**config.mk**
```make
export PLATFORM = sky130hd
export DESIGN_NAME = sipo_rx
export DESIGN_NICKNAME = d
export VERILOG_FILES = /design/src/rtl/sipo_rx.sv
export SDC_FILE = /design/constraint.sdc
export NUM_CORES = 1
export LEC_CHECK = 0
export BUFFER_PORTS_ARGS = -buffer_cell sky130_fd_sc_hd__buf_2
export CORE_AREA = 8 8 66 74
export CTS_CLUSTER_DIAMETER = 80
export CTS_CLUSTER_SIZE = 16
export DETAILED_ROUTE_END_ITERATION = 10
export DIE_AREA = 0 0 74 82
export MAX_ROUTING_LAYER = met4
export PLACE_DENSITY = 0.51
export SYNTH_ARGS = -nofsm -noshare
export SYNTH_HDL_FRONTEND = slang
export SYNTH_SLANG_ARGS = --single-unit
```
**constraint.sdc**
```tcl
create_clock -name clk -period 5.6 [get_ports clk]
set_clock_uncertainty 0.15 [all_clocks]
set_input_delay 0.56 -clock clk [delete_from_list [all_inputs] [get_ports clk]]
set_output_delay 0.56 -clock clk [all_outputs]
set_load 0.03 [all_outputs]
```
**src/rtl/sipo_rx.sv**
```systemverilog
// Serial-in/parallel-out deserializer: rebuilds WIDTH-bit words from a framed bit
// stream and presents them on a one-deep valid/ready output register.
module sipo_rx #(
    parameter int unsigned WIDTH     = 8,
    parameter bit          LSB_FIRST = 1'b1
) (
    input  logic             clk,
    input  logic             rst,
    input  logic             sync_i,
    input  logic             serial_i,
    input  logic             ready_i,
    input  logic             clr_ovr_i,
    output logic [WIDTH-1:0] data_o,
    output logic             valid_o,
    output logic             busy_o,
    output logic             overrun_o
);

    localparam int unsigned CW = (WIDTH > 1) ? $clog2(WIDTH) : 1;
    localparam logic [CW-1:0] LAST = CW'(WIDTH - 1);

    typedef enum logic {
        IDLE  = 1'b0,
        SHIFT = 1'b1
    } state_e;

    state_e           state_q, state_d;
    logic [CW-1:0]    cnt_q, cnt_d;
    logic [WIDTH-1:0] sh_q, sh_d;
    logic [WIDTH-1:0] data_q, data_d;
    logic             valid_q, valid_d;
    logic             ovr_q, ovr_d;
    logic [WIDTH-1:0] word_c;
    logic             complete_c;

    // Data-bit position that serial bit k lands in.
    function automatic logic [CW-1:0] bit_pos(input logic [CW-1:0] k);
        if (LSB_FIRST) begin
            return k;
        end
        return LAST - k;
    endfunction

    always_ff @(posedge clk or posedge rst) begin
        if (rst) begin
            state_q <= IDLE;
            cnt_q   <= '0;
            sh_q    <= '0;
            data_q  <= '0;
            valid_q <= 1'b0;
            ovr_q   <= 1'b0;
        end else begin
            state_q <= state_d;
            cnt_q   <= cnt_d;
            sh_q    <= sh_d;
            data_q  <= data_d;
            valid_q <= valid_d;
            ovr_q   <= ovr_d;
        end
    end

    always_comb begin
        state_d    = state_q;
        cnt_d      = cnt_q;
        sh_d       = sh_q;
        data_d     = data_q;
        valid_d    = valid_q;
        ovr_d      = ovr_q;
        complete_c = 1'b0;
        word_c     = sh_q;
        word_c[bit_pos(cnt_q)] = serial_i;

        if (clr_ovr_i) begin
            ovr_d = 1'b0;
        end
        if (valid_q && ready_i) begin
            valid_d = 1'b0;
        end

        // A sync strobe always restarts the frame, even on what would be the last bit.
        case (state_q)
            IDLE: begin
                if (sync_i) begin
                    sh_d = '0;
                    sh_d[bit_pos('0)] = serial_i;
                    cnt_d   = CW'(1);
                    state_d = SHIFT;
                end
            end
            SHIFT: begin
                if (sync_i) begin
                    sh_d = '0;
                    sh_d[bit_pos('0)] = serial_i;
                    cnt_d = CW'(1);
                end else if (cnt_q == LAST) begin
                    sh_d       = word_c;
                    cnt_d      = '0;
                    state_d    = IDLE;
                    complete_c = 1'b1;
                end else begin
                    sh_d  = word_c;
                    cnt_d = cnt_q + CW'(1);
                end
            end
            default: begin
                state_d = IDLE;
                cnt_d   = '0;
            end
        endcase

        // Commit overrides the consume; a drop sets overrun after any clear.
        if (complete_c) begin
            if (!valid_q || ready_i) begin
                data_d  = word_c;
                valid_d = 1'b1;
            end else begin
                ovr_d = 1'b1;
            end
        end
    end

    assign data_o    = data_q;
    assign valid_o   = valid_q;
    assign overrun_o = ovr_q;
    assign busy_o    = (state_q == SHIFT);

endmodule

```
Yosys cells after proc, flatten, opt, wreduce, memory -nomap -nowiden

Index checks and enable logic that the tools add are counted.

Order comparisons: 2
Add/subtract/negate cells: 1
Reductions and logical operators: 5
Equal/unequal tests: 2
Multipliers: 0
Divide/modulo/power cells: 0
Bitwise gates (word level): 1
Muxes and demuxes: 23
Shift operators: 0

Operator list:

| operator                                                                            | count |
|---|---|
| 8-bit 2-to-1 mux                                                                    | 2 |
| 8-bit case mux with 2 select lines                                                  | 1 |
| 1-bit 2-to-1 mux                                                                    | 13 |
| 3-bit 2-to-1 mux                                                                    | 3 |
| 8-bit bitwise mux                                                                   | 1 |
| 3-bit case mux with 2 select lines                                                  | 1 |
| 3-bit by 4-bit less-than comparator with 1-bit output, second input constant        | 1 |
| 3-bit by 1-bit adder with 3-bit output, second input constant                       | 1 |
| 1-bit demux with 3-bit select                                                       | 1 |
| 3-bit == test, second input constant                                                | 1 |
| 3-bit by 1-bit greater-or-equal comparator with 1-bit output, second input constant | 1 |
| 1-bit logical AND                                                                   | 2 |
| 2-bit inequality test, second input constant                                        | 1 |
| 1-bit case mux with 2 select lines                                                  | 1 |
| 2-bit AND reduction                                                                 | 1 |
| 1-bit logical NOT                                                                   | 1 |
| 1-bit logical OR                                                                    | 1 |
| 1-bit inverter                                                                      | 1 |

RAM bits: 0
Memories kept: 0
ROM bits: 0
Register bits: 22
Latch bits: 0
Logic and storage cells: 40

Longest topological paths before layout

Word-level depth: 7
Gate-level depth with buffers: 6
Mapped depth without buffers: 5

Worst setup path before layout

No wires, ideal clock.

Path kind: reg2reg
Start: register cnt_q[1]
End: register data_q[0] (netlist: data_o[0])
Buffers on the path: 1
Path slack: 3790 ps
Stages on the path, launching flop included: 7
Arrival time: 1535 ps
Cells stage by stage: dfrtp_1 ha_1 ha_1 nand3b_1 nor2b_1 buf_2 mux2_2

Cells in the longest elaborated chain, start to end: 5

Ends and longest elaborated chain:

| what                                                                                                      | RTL line | text |
|---|---|---|
| start, declared                                                                                           | 28       | `logic [CW-1:0] cnt_q, cnt_d;` |
| start signal, assigned                                                                                    | 54       | `cnt_q <= cnt_d;` |
| 3-bit by 4-bit less-than comparator with 1-bit output (not written as such), or another cell as far along | 71       | `word_c[bit_pos(cnt_q)] = serial_i;` |
| 1-bit logical AND (not written as such) / 1-bit 2-to-1 mux (equally long branches)                        | 71, 95   |  |
| 1-bit 2-to-1 mux, on equally long branches                                                                | 71, 91   |  |
| 1-bit demux with 3-bit select / 1-bit 2-to-1 mux (equally long branches)                                  | 71, 81   |  |
| 8-bit bitwise mux / 2-bit AND reduction (equally long branches)                                           | -        |  |
| end signal, assigned                                                                                      | 56       | `data_q <= data_d;` |
| end, declared                                                                                             | 30       | `logic [WIDTH-1:0] data_q, data_d;` |

Several ways; a longest one is shown, not always the timed one.
A chain may end at the register's enable or synchronous reset.

Worst setup path in the final report

Ends and elaborated chain as after synthesis.

==> flow_summary.json <==
{
  "status": "finished, final reports clean",
  "period_share": 0.458,
  "syn_inst": 95,
  "root_buffer": "clkbuf_8",
  "hold_violations": 0,
  "grt_util_all_layers": 0.0807,
  "max_freq_mhz": 390,
  "slew_viol_final": 0,
  "synth.area.top_cells": "dfrtp_1 47%, mux2_2 12%, mux2i_1 7.7%",
  "cp.arrival_ns": 2.56,
  "grt_pass1_wl_um": 3680,
  "crit_fanout": 18,
  "vias": 735,
  "pwr-share-clk": 0.229,
  "synth_top_area_share": 0.469,
  "syn_area_mm2": 0.00117,
  "drive_above_1_share": 0.387,
  "synthFlopType": "dfrtp_1",
  "cp_slowest_cell": "dfrtp_1",
  "clk_pin_slew_ns": 0.08,
  "grt-ovfl-total": 0,
  "wl_per_cell_um": 13.5,
  "worst_ep_required_time_ns": 5.60,
  "yosys.cell_types.count": 26,
  "core_area_mm2": 0.00375,
  "die_h_um": 82,
  "instances_no_fill": 158,
  "seqPwrFrac": 0.491,
  "rows": 24,
  "synth-seq-cells": 22,
  "final.min_clock_period_ns": 2.56,
  "hold_class": "in2async",
  "power_density_mw_per_mm2": 329,
  "yosysTopAreaCell": "dfrtp_1",
  "grt_max_degree": 23,
  "vias_per_cell": 4.65,
  "post_cts_resized": 0,
  "switching_share": 0.330,
  "end_kind": "register",
  "cts_tree": "done",
  "cts_setup_buffers": 0,
  "cp_cell_sequence": "ha_1, ha_1, nand3b_1, nor2b_1, mux2_2",
  "first_iter_violations": 15,
  "start_kind": "register",
  "detail-route-antenna-nets": 0,
  "grt_pass1_vias": 779,
  "ctsHoldBuffers": 0,
  "rsz0062_at_grt": "no",
  "cpMostUsedCell": "ha_1",
  "maxCapViolCount": 0,
  "timing.slew.headroom": 0.443,
  "dp.cells": 155,
  "p_sw_uw": 142,
  "portBuffers": 16,
  "cts_buffers": 3,
  "num-nets-final": 116,
  "ys.warnings.count": 0,
  "p_int_uw": 288,
  "ys_seq_area_frac": 0.469,
  "clock-sinks": 22,
  "dp_hpwl_um": 1480,
  "start_util": 0.313,
  "gp_congestion": 0.643,
  "syn_to_final_growth_pct": 11.2,
  "max_stage_delay_ns": 0.67,
  "synth_edf_count": 0,
  "combPwrFrac": 0.280,
  "drc": 0,
  "die_x_um": 74,
  "io_pins": 17,
  "clockBufferDepth": 2,
  "async_flop_share": 1.00,
  "leakagePower_uw": 0.000663,
  "routed_wl_um": 2130,
  "setup_viol": 0,
  "first_pass_iters": 3,
  "critPathTopFamily": "simple AND/OR/NAND/NOR gates",
  "worstSetupPathType": "reg2reg",
  "synthesis.nets": 103,
  "ir_worst_vdd_mv": 0.159,
  "htree_levels": 1,
  "crit_buf_inv": 0,
  "syn_avg_cell_area_um2": 12.4,
  "diodes": 0,
  "tightestPinTransition_ns": 0.834,
  "antenna_found_initial": 0,
  "tns_ns": 0,
  "fp.dieArea_mm2": 0.00607,
  "clock_latency_ns": 0.26
}
## per-layer routing
| metal | vias up | GRT usage | wire length (µm) |
|---|---|---|---|
| met5 | - | - | 0 |
| met2 | 18 | 0.119 | 874 |
| met1 | 353 | 0.0981 | 1090 |
| met3 | 4 | 0.0220 | 126 |
| met4 | 0 | 0.0420 | 40 |
| li1 | 360 | - | - |
## synth_stat cells (all sizes together), types with 2 or more instances
cell type / number
nand3b: 4
mux2: 17
ha: 2
nor3b: 3
nand4b: 3
nor3: 2
inv: 3
clkbuf: 3
nor2: 10
buf: 5
mux2i: 9
and4bb: 3
dfrtp: 22
## power by group through the flow
stage	logic, µW	clock network [µW]	registers, µW
6_report	120	98.5	211
5_1_grt	132	105	216
4_1_cts	123	102	212
3_5_place_dp	123	0	215
3_3_place_gp	121	0	212
2_1_floorplan	88.2	0	226
## cells by family (layout without fill, tap and decap cells)
family                   Yosys count  after routing  synth area share
flip-flops                        22             22             0.469
AND/OR/NAND/NOR                   31             31             0.182
adder cells (fa/ha/maj)            2              2            0.0213
AO/OA/AOI/OAI                      3              3            0.0192
multiplexers                      26             26             0.252
buffers and inverters             11             22            0.0564
## final cells by class
| class | instances | area [µm²] |
|---|---|---|
| fill | 388 | 2450 |
| multi-input combinational | 62 | 558 |
| sequential | 22 | 551 |
| timing repair buffer | 16 | 80.1 |
| tap | 52 | 65.1 |
| clock buffer | 3 | 41.3 |
| inverter | 3 | 11.3 |
## stage by stage
| stage | hold slack [ns] | power, µW | worst slack [ns] | area [µm²] | utilization |
|---|---|---|---|---|---|
| after floorplan | 0.310 | 314 | 3.79 | 1170 | - |
| after global placement | 0.326 | 334 | 3.07 | 1260 | 0.337 |
| after detailed placement | 0.331 | 338 | 3.00 | 1260 | 0.337 |
| after CTS | 0.321 | 436 | 2.98 | 1310 | 0.348 |
| after global routing | 0.340 | 453 | 2.87 | 1310 | 0.348 |
| final | 0.304 | 430 | 3.04 | 1310 | 0.348 |
## cell usage in the layout, fill, tap and decap left out
cell and instances:
nand2b_1 1, nor4b_2 1, o21bai_1 1, nand3b_2 2
buf_2 16, a211o_1 1, nor2_1 10, nand3b_1 2
nor3_1 2, o22ai_1 1, nand2_1 1, mux2_1 1
nand4_1 1, inv_1 3, dfrtp_1 22, mux2i_1 9
clkbuf_8 3, ha_1 2, mux2_2 12, and4bb_2 3
nand3_1 1, nor2b_1 1, mux2_4 4, nand4b_1 3
nor3b_1 3
## worst paths after layout
kind,endpoint,depth (start not counted),start,slack (ns)
max,data_o[0],5,cnt_q[1],3.04
min,data_o[7],2,rst,0.30
max reg2reg,data_o[0],5,cnt_q[1],3.04
min reg2reg,sh_q[0],1,sh_q[0],0.35
max in group asynchronous,cnt_q[0],2,rst,4.48
min in group clk,overrun_o,2,clr_ovr_i,0.33
## worst register-to-register path: stages (launching register included)
cell and delay, ns:
dfrtp_1 0.67, ha_1 0.25, ha_1 0.18, nand3b_1 0.12
nor2b_1 0.66, mux2_2 0.42
## sequential cells by signal (all words and copies together), names as in the netlist
register	flops
cnt_q	3
valid_o	1
busy_o	1
sh_q	8
overrun_o	1
data_o	8
(Power assumes the default switching activity.)
